==> config.mk <==
export PLATFORM = sky130hd
export DESIGN_NAME = dilithium_core_arbiter_flat
export DESIGN_NICKNAME = d
export VERILOG_FILES = /design/src/rtl/dilithium_core_arbiter_if.sv /design/src/rtl/dilithium_core_arbiter.sv /design/src/flat_wrapper.sv
export SDC_FILE = /design/constraint.sdc
export NUM_CORES = 1
export LEC_CHECK = 0
export CORE_MARGIN = 3
export CORE_UTILIZATION = 43
export DETAILED_ROUTE_END_ITERATION = 12
export PLACE_DENSITY = 0.94
export SLEW_MARGIN = 0
export SYNTH_ARGS = -nofsm -noshare
export SYNTH_HDL_FRONTEND = slang
export SYNTH_SLANG_ARGS = --single-unit
==> constraint.sdc <==
create_clock -name clk -period 3.4 [get_ports clk]
set_input_delay 0.68 -clock clk [delete_from_list [all_inputs] [get_ports clk]]
set_output_delay 0.68 -clock clk [all_outputs]
set_load 0.05 [all_outputs]
==> src/rtl/dilithium_core_arbiter_if.sv <==
// Bundle of the requester-side and core-side handshake/stream signals
// around the shared Dilithium core.
// Handshake rule for every valid/ready pair: a word moves on a clk edge
// where valid and ready are both 1; valid must hold with stable data until
// that edge, and ready may change freely.
interface dilithium_core_arbiter_if;
  // requester side
  logic [1:0]  req_start;
  logic [3:0]  req_mode;
  logic [1:0]  req_valid_i;
  logic [1:0]  req_ready_i;
  logic [63:0] req_data_i;
  logic [1:0]  req_valid_o;
  logic [1:0]  req_ready_o;
  logic [31:0] req_data_o;
  logic [1:0]  req_done;
  logic [1:0]  req_err;
  // core side
  logic        core_start;
  logic [1:0]  core_mode;
  logic        core_valid_i;
  logic        core_ready_i;
  logic [31:0] core_data_i;
  logic        core_valid_o;
  logic        core_ready_o;
  logic [31:0] core_data_o;
  logic        core_done;

  // arbiter view
  modport slave (
    input  req_start, req_mode, req_valid_i, req_data_i, req_ready_o,
    input  core_ready_i, core_valid_o, core_data_o, core_done,
    output req_ready_i, req_valid_o, req_data_o, req_done, req_err,
    output core_start, core_mode, core_valid_i, core_data_i, core_ready_o
  );

  // environment view (requesters plus core)
  modport master (
    output req_start, req_mode, req_valid_i, req_data_i, req_ready_o,
    output core_ready_i, core_valid_o, core_data_o, core_done,
    input  req_ready_i, req_valid_o, req_data_o, req_done, req_err,
    input  core_start, core_mode, core_valid_i, core_data_i, core_ready_o
  );
endinterface

==> src/rtl/dilithium_core_arbiter.sv <==
// Round-robin arbiter sharing one Dilithium core between two requesters.
// Latches start requests, launches the core, steers the streams to the
// owner, returns done, and records the cycle count of each job.
module dilithium_core_arbiter #(
  parameter int CNT_W = 24
) (
  input  logic                 clk,
  input  logic                 rst,
  dilithium_core_arbiter_if.slave bus,
  output logic                 busy,
  output logic                 owner,
  output logic [CNT_W-1:0]     last_cycles,
  output logic [1:0]           dbg_state
);

  localparam logic [1:0] S_IDLE   = 2'd0;
  localparam logic [1:0] S_LAUNCH = 2'd1;
  localparam logic [1:0] S_BUSY   = 2'd2;
  localparam logic [1:0] S_DONE   = 2'd3;

  localparam logic [CNT_W-1:0] CNT_ONE = CNT_W'(1);
  localparam logic [CNT_W-1:0] CNT_MAX = {CNT_W{1'b1}};

  logic [1:0]       state_q, state_d;
  logic [1:0]       pending_q, pending_d;
  logic [1:0][1:0]  mode_q, mode_d;
  logic             owner_q, owner_d;
  logic             last_grant_q, last_grant_d;
  logic [CNT_W-1:0] cnt_q, cnt_d;
  logic [CNT_W-1:0] last_cycles_q, last_cycles_d;
  logic [1:0]       err_q, err_d;
  logic [1:0]       accept;
  logic             owner_active;

  // Request latching, arbitration and job-timing next-state logic
  always_comb begin
    state_d       = state_q;
    pending_d     = pending_q;
    mode_d        = mode_q;
    owner_d       = owner_q;
    last_grant_d  = last_grant_q;
    cnt_d         = cnt_q;
    last_cycles_d = last_cycles_q;
    err_d         = 2'b00;
    accept        = 2'b00;
    owner_active  = (state_q == S_LAUNCH) || (state_q == S_BUSY);

    for (int i = 0; i < 2; i++) begin
      accept[i] = bus.req_start[i] && (bus.req_mode[2*i +: 2] != 2'd3) &&
                  !pending_q[i] && !(owner_active && (owner_q == 1'(i)));
      err_d[i]  = bus.req_start[i] && !accept[i];
      if (accept[i]) begin
        pending_d[i] = 1'b1;
        mode_d[i]    = bus.req_mode[2*i +: 2];
      end
    end

    case (state_q)
      S_IDLE: begin
        if (pending_q != 2'b00) begin
          // both waiting: the one not served last time wins
          owner_d = (pending_q == 2'b11) ? ~last_grant_q : pending_q[1];
          state_d = S_LAUNCH;
        end
      end
      S_LAUNCH: begin
        pending_d[owner_q] = 1'b0;
        cnt_d              = CNT_ONE;
        state_d            = S_BUSY;
      end
      S_BUSY: begin
        cnt_d = (cnt_q == CNT_MAX) ? cnt_q : cnt_q + CNT_ONE;
        if (bus.core_done) begin
          // job length counts LAUNCH through the core_done cycle inclusive
          last_cycles_d = cnt_d;
          state_d       = S_DONE;
        end
      end
      default: begin
        last_grant_d = owner_q;
        state_d      = S_IDLE;
      end
    endcase
  end

  // Registered state with synchronous active-low reset
  always_ff @(posedge clk) begin
    if (!rst) begin
      state_q       <= S_IDLE;
      pending_q     <= 2'b00;
      mode_q        <= '0;
      owner_q       <= 1'b0;
      last_grant_q  <= 1'b1;
      cnt_q         <= '0;
      last_cycles_q <= '0;
      err_q         <= 2'b00;
    end else begin
      state_q       <= state_d;
      pending_q     <= pending_d;
      mode_q        <= mode_d;
      owner_q       <= owner_d;
      last_grant_q  <= last_grant_d;
      cnt_q         <= cnt_d;
      last_cycles_q <= last_cycles_d;
      err_q         <= err_d;
    end
  end

  // Core control pulses and stream steering to the current owner
  always_comb begin
    bus.core_start   = (state_q == S_LAUNCH);
    bus.core_mode    = (state_q == S_LAUNCH) ? mode_q[owner_q] : 2'd0;
    bus.core_valid_i = 1'b0;
    bus.core_data_i  = 32'd0;
    bus.core_ready_o = 1'b0;
    bus.req_ready_i  = 2'b00;
    bus.req_valid_o  = 2'b00;
    bus.req_data_o   = 32'd0;
    bus.req_done     = 2'b00;
    bus.req_err      = err_q;
    if (state_q == S_BUSY) begin
      bus.core_valid_i         = bus.req_valid_i[owner_q];
      bus.core_data_i          = owner_q ? bus.req_data_i[63:32] : bus.req_data_i[31:0];
      bus.req_ready_i[owner_q] = bus.core_ready_i;
      bus.req_valid_o[owner_q] = bus.core_valid_o;
      bus.core_ready_o         = bus.req_ready_o[owner_q];
      bus.req_data_o           = bus.core_data_o;
    end
    if (state_q == S_DONE) begin
      bus.req_done[owner_q] = 1'b1;
    end
  end

  assign busy        = (state_q != S_IDLE);
  assign owner       = owner_q;
  assign last_cycles = last_cycles_q;
  assign dbg_state   = state_q;

endmodule
==> src/flat_wrapper.sv <==
// flat-port wrapper written by rule: the top's interface ports become plain ports
module dilithium_core_arbiter_flat 
#(
  parameter int CNT_W = 24
)
  (clk, rst, busy, owner, last_cycles, dbg_state, bus_req_start, bus_req_mode, bus_req_valid_i, bus_req_data_i, bus_req_ready_o, bus_core_ready_i, bus_core_valid_o, bus_core_data_o, bus_core_done, bus_req_ready_i, bus_req_valid_o, bus_req_data_o, bus_req_done, bus_req_err, bus_core_start, bus_core_mode, bus_core_valid_i, bus_core_data_i, bus_core_ready_o);
  dilithium_core_arbiter_if bus_i ();
  input  logic clk;
  input  logic rst;
  output logic busy;
  output logic owner;
  output logic [CNT_W-1:0] last_cycles;
  output logic [1:0] dbg_state;
  input wire logic [$bits(bus_i.req_start)-1:0] bus_req_start;
  input wire logic [$bits(bus_i.req_mode)-1:0] bus_req_mode;
  input wire logic [$bits(bus_i.req_valid_i)-1:0] bus_req_valid_i;
  input wire logic [$bits(bus_i.req_data_i)-1:0] bus_req_data_i;
  input wire logic [$bits(bus_i.req_ready_o)-1:0] bus_req_ready_o;
  input wire logic [$bits(bus_i.core_ready_i)-1:0] bus_core_ready_i;
  input wire logic [$bits(bus_i.core_valid_o)-1:0] bus_core_valid_o;
  input wire logic [$bits(bus_i.core_data_o)-1:0] bus_core_data_o;
  input wire logic [$bits(bus_i.core_done)-1:0] bus_core_done;
  output wire logic [$bits(bus_i.req_ready_i)-1:0] bus_req_ready_i;
  output wire logic [$bits(bus_i.req_valid_o)-1:0] bus_req_valid_o;
  output wire logic [$bits(bus_i.req_data_o)-1:0] bus_req_data_o;
  output wire logic [$bits(bus_i.req_done)-1:0] bus_req_done;
  output wire logic [$bits(bus_i.req_err)-1:0] bus_req_err;
  output wire logic [$bits(bus_i.core_start)-1:0] bus_core_start;
  output wire logic [$bits(bus_i.core_mode)-1:0] bus_core_mode;
  output wire logic [$bits(bus_i.core_valid_i)-1:0] bus_core_valid_i;
  output wire logic [$bits(bus_i.core_data_i)-1:0] bus_core_data_i;
  output wire logic [$bits(bus_i.core_ready_o)-1:0] bus_core_ready_o;
  assign bus_i.req_start = bus_req_start;
  assign bus_i.req_mode = bus_req_mode;
  assign bus_i.req_valid_i = bus_req_valid_i;
  assign bus_i.req_data_i = bus_req_data_i;
  assign bus_i.req_ready_o = bus_req_ready_o;
  assign bus_i.core_ready_i = bus_core_ready_i;
  assign bus_i.core_valid_o = bus_core_valid_o;
  assign bus_i.core_data_o = bus_core_data_o;
  assign bus_i.core_done = bus_core_done;
  assign bus_req_ready_i = bus_i.req_ready_i;
  assign bus_req_valid_o = bus_i.req_valid_o;
  assign bus_req_data_o = bus_i.req_data_o;
  assign bus_req_done = bus_i.req_done;
  assign bus_req_err = bus_i.req_err;
  assign bus_core_start = bus_i.core_start;
  assign bus_core_mode = bus_i.core_mode;
  assign bus_core_valid_i = bus_i.core_valid_i;
  assign bus_core_data_i = bus_i.core_data_i;
  assign bus_core_ready_o = bus_i.core_ready_o;
  dilithium_core_arbiter #(.CNT_W(CNT_W)) u_core (.clk(clk), .rst(rst), .bus(bus_i), .busy(busy), .owner(owner), .last_cycles(last_cycles), .dbg_state(dbg_state));
endmodule
=== Yosys cells after proc, flatten, opt, wreduce, memory -nomap -nowiden ===
Index checks and enable logic that the tools add are counted.

* $add $sub $neg: 1
* Order comparisons: 2
* Eq/ne operators: 9
* Multiplexer cells: 26
* Bitwise logic cells: 6
* Reduce and logical (&&, ||, !) cells: 26

{| class="wikitable"
|+ Operator list
! operator !! number
|-
| 2-to-1 mux 32 bit || 3
|-
| case mux 24 bit (2 select lines) || 1
|-
| adder 24 x 1 -> 24 bit, second input constant || 1
|-
| == test 24 bit, second input constant || 1
|-
| 2-to-1 mux 24 bit || 1
|-
| 2-to-1 mux 2 bit || 9
|-
| logical AND 1 bit || 11
|-
| 2-to-1 mux 1 bit || 10
|-
| AND 2 bit || 3
|-
| == test 2 bit, second input constant || 3
|-
| logical NOT 1 bit || 6
|-
| != test 2 bit, second input constant || 3
|-
| case mux 2 bit (3 select lines) || 1
|-
| AND reduction 2 bit || 3
|-
| nonzero test 2 bit || 3
|-
| OR reduction 3 bit || 1
|-
| == test 2 x 1 -> 1 bit, second input constant || 1
|-
| logical NOT 2 bit || 1
|-
| < comparator 1 x 2 -> 1 bit, second input constant || 1
|-
| != test 2 x 1 -> 1 bit, second input constant || 1
|-
| inverter 1 bit || 2
|-
| inverter 2 bit || 1
|-
| demux 1 bit (select 1 bit) || 1
|-
| >= comparator 1 bit, second input constant || 1
|-
| logical OR 1 bit || 1
|}

* Register bits after elaboration: 60
* Bits of input ports: 111
* Output and inout port bits: 105
* Word-level logic and storage cells: 79

=== Longest topological paths before layout ===
* Depth after elaboration: 8
* Gate-level depth with buffers: 9
* Depth with buffers taken out: 7

=== Worst setup path before layout ===
Ideal clock, no wire load.

* Path type: reg2out
* Start point: register u_core.state_q[1], in the netlist u_core.dbg_state[1]
* End point: output port bus_req_ready_i[0]
* Arrival time: 2,393 ps
* Data required time: 2,720 ps
* Setup slack: 327 ps
* Stages on the path, launching flop included: 5
* Path buffers: 1
* Cells stage by stage: dfxtp_1 > ha_1 > inv_1 > clkbuf_1 > nor3b_1

* Word-level cells in the longest chain between the ends: 2

{| class="wikitable"
|+ Ends and longest elaborated chain
! what !! line !! source
|-
| start: declaration || dilithium_core_arbiter.sv:24 || <nowiki>logic [1:0] state_q, state_d;</nowiki>
|-
| start signal: assignment || dilithium_core_arbiter.sv:98 || <nowiki>state_q <= state_d;</nowiki>
|-
| == test 2 bit || dilithium_core_arbiter.sv:121 || <nowiki>if (state_q == S_BUSY) begin</nowiki>
|-
| 2-to-1 mux 2 bit || dilithium_core_arbiter.sv:121 ||
|-
| end: declaration || flat_wrapper.sv:23 || <nowiki>output wire logic [$bits(bus_i.req_ready_i)-1:0] bus_req_ready_i;</nowiki>
|}

Every way passes these cells.

=== Worst setup path in the final report ===
* Start point: register u_core.owner_q, in the netlist u_core.owner
* End point: output port bus_core_mode[0]

* Word-level cells in the longest chain between the ends: 3

{| class="wikitable"
|+ Ends and longest elaborated chain
! what !! line !! source
|-
| start: declaration || dilithium_core_arbiter.sv:27 || <nowiki>logic owner_q, owner_d;</nowiki>
|-
| start signal: assignment || dilithium_core_arbiter.sv:101 || <nowiki>owner_q <= owner_d;</nowiki>
|-
| 2-to-1 mux 2 bit (implied by the code) (2 in a row) || dilithium_core_arbiter.sv:112 || <nowiki>bus.core_mode = (state_q == S_LAUNCH) ? mode_q[owner_q] : 2'd0;</nowiki>
|-
| 2-to-1 mux 2 bit || dilithium_core_arbiter.sv:112 ||
|-
| end: declaration || flat_wrapper.sv:29 || <nowiki>output wire logic [$bits(bus_i.core_mode)-1:0] bus_core_mode;</nowiki>
|}

Every way passes these cells. The select of a mux whose other input is x is not followed.

==> results.md <==
- Status: finished clean
- Iter 0 DRT Violations: 404
- Fill cells: between 500 and 600
- Cell Area, Synth: around 4000 sq um
- Main synth FF type: dfxtp_1
- Area grow syn2layout: 75.0%
- CTS tree: yes
- Static Leakage: around 2.6 nW
- Period utilization: 84.9%
- Vias: 4682
- Num CTS Buffers: 9
- Endpoints failing setup: 0
- Post-Syn Area per Cell: 8.10 sq um
- Sw frac: 46.2%
- Share of power burned in registers: 20.6%
- Max FO, Critical Path: 23
- Global placer's final weighted congestion: 0.860
- Class of the worst hold path: register to register
- Global-route wire length before repair: 24800 um
- Worst setup margin: 0.513 ns
- Core ar.: 9240 sq um
- Syn_nets: a little over 600
- Post-synth EDFFs: 0
- Total power: 0.00432 W
- Clk Tree Root Cell: clkbuf_8
- Sequential-to-total area share from yosys stat: 29.3%
- Post-Route WL: 15500 um
- Number of vias per cell: 5.62
- Initial antenna violation count: 2
- Endpoints failing hold: 0
- IO Count: 216
- Pre-CTS WS: 0.741 ns
- Detail Route Antenna Nets: 0
- VDD IR max: 0.428 mV
- Port bufs: 215
- Internal: approximately 0.0023 W
- Setup TNS Final: 0 ns
- Clk_lat worst skew: approximately 0.36 ns
- Core Rows: 35
- Tmin final: 2.89 ns
- CTS Hold Bufs: 0
- Synth Instances: 507
- Clock transition time at the flip-flop clock pins of the worst setup and hold paths: 0.07 ns
- Final Max Slew Viols: 0
- Die H: 104 um
- Critical path class: register to primary output
- Total GRT Usage: approximately 28%
- Cell area power density: 601 nW/um^2
- Pre-antenna DRT Iters: 6
- Commonest non-fill, non-tap cell in the layout: clkdlybuf4s50_1
- Drt wl/cell: 18.6 um
- Clock group share of total power: 17.0%
- Worst Max-Slew Pin Slew: 0.957 ns
- Peak Freq: 346 MHz
- H-tree levels: 3
- Clock tree buffer depth: 2
- Max cap viols: 0
- Starting Density: 44.4%
- NumNets Final: 812
- Post-DP HPWL: 11900 um
- Most frequent cells in the layout: 144 x clkdlybuf4s50_1, 70 x buf_12, 59 x dfxtp_1
- Async S/R FF share, synth: 0%
- Gr ovfl total: 0
- Synthesized flop and latch total: 60
- Min Hold Slack: 0.492 ns
- Crit. End Element: primary output
- Pin count of the biggest net entering global routing: 58
- RSZ-0062 raised after global routing: no
- Vias in the first global route: 4881
- Yosys cell types: about 60
- Data arrival, critical path: 2.21 ns
- Worst Clk Skew: 0.00955 ns
- Horiz. Die Dim: 104 um
- Logic pwr share: 62.5%
- CP required: 2.72 ns
- Number of post-CTS setup repair buffers: 0
- Type of origin of the critical path: register
- Rel. slew slack: 36.2%
- DRC Markers: 0
- Post-CTS sizing: 0
- Die area: approximately 11000 sq um
- Psw: 0.00199 W
- Layout cells sized above 1: 16.8%
- Yosys warns: 0
- Clock Sinks: 60
[power by group through the flow]
stage | Sequential, W | Clock, W | Combinational, W
finish | 0.000888 | 0.000733 | 0.00270
global route | 0.000900 | 0.000761 | 0.00281
detailed placement | 0.000901 | 0 | 0.00269
CTS | 0.000886 | 0.000731 | 0.00270
global placement | 0.000891 | 0 | 0.00262
floorplan | 0.00109 | 0 | 0.00126
[logic make-up (layout without fill, tap and decap cells)]
family                     count (synthesis)  after routing  share of synthesized area [%]
DFF                                       60             60                           29.3
buffers and inverters                     57            251                           6.37
xor gates and xnor gates                  20             20                           4.27
and+or+nand+nor                          204            204                           27.8
adders and majority gates                  5              5                           1.52
other                                      0              3                              0
AOI/OAI and AO/OA                        116            116                           19.8
muxes                                     45             45                           11.0
[critical path: stages (launching register included)]
cell             delay, ns
dfxtp_2               0.73
mux2i_1               0.16
nor2_1                0.13
clkdlybuf4s50_1       0.83
[metal layers]
metal / wire length, um / part of all wire, % / vias up / GRT usage [%]
met3: 1050 / 6.8 / 45 / 6.42
li1: - / - / 2164 / -
met2: 8560 / 55 / 258 / 54.8
met1: 5300 / 34 / 2215 / 27.9
met4: 586 / 3.8 / 0 / 15.4
met5: 0 / 0 / - / 0
[registers in the layout (all words and copies together), names as in the netlist]
signal / count
u_core.mode_q: 4
u_core.cnt_q: 24
u_core.bus.req_err: 2
u_core.last_cycles: 24
u_core.owner: 1
u_core.pending_q: 2
u_core.dbg_state: 2
u_core.last_grant_q: 1
[Yosys cell counts, types with 5 or more instances]
cell | count | area [sq um]
and3_1 | 9 | 56.3
o21a_1 | 7 | 52.6
buf_6 | 5 | 56.3
nor3_1 | 5 | 25.0
nor4_1 | 5 | 31.3
mux2i_1 | 45 | 450
dfxtp_1 | 60 | 1200
buf_2 | 7 | 35.0
o21ai_0 | 28 | 140
nand2_1 | 35 | 131
nor2b_1 | 14 | 87.6
o31a_1 | 7 | 61.3
a21oi_1 | 27 | 135
and2_1 | 38 | 238
ha_1 | 5 | 62.6
a31oi_1 | 7 | 43.8
nand3_1 | 11 | 55.1
nor2_1 | 54 | 203
nand4_1 | 6 | 37.5
inv_1 | 12 | 45.0
xnor2_1 | 19 | 166
and4_1 | 5 | 43.8
a211oi_2 | 6 | 75.1
clkbuf_1 | 29 | 109
[metrics by stage]
| step | instances | area, sq um | utilization [%] |
|---|---|---|---|
| global placement | 814 | 6960 | 75.3 |
| global route | 832 | 7180 | 77.7 |
| finish | 833 | 7190 | 77.8 |
| floorplan | 507 | 4110 | - |
| detailed placement | 814 | 6960 | 75.3 |
| CTS | 830 | 7180 | 77.7 |
[cell type report]
type	instances	area [sq um]	share of cell area (%)
timing repair buffer	223	2910	40.5
clock buffer	12	145	2.02
tap	129	161	2.25
sequential	60	1200	16.7
clock inverter	4	72.6	1.01
multi-input combinational	390	2640	36.8
inverter	12	45.0	0.627
antenna	3	7.51	0.104
[worst paths after layout]
check	from	end	slack (ns)	depth (start not counted)
setup / recovery	u_core.owner	bus_core_mode[0]	0.51	3
hold / removal	u_core.last_grant_q	u_core.last_grant_q	0.49	2
setup reg to reg	u_core.cnt_q[0]	u_core.cnt_q[21]	0.61	6
hold reg to reg	u_core.last_grant_q	u_core.last_grant_q	0.49	2
(Power assumes the default switching activity.)
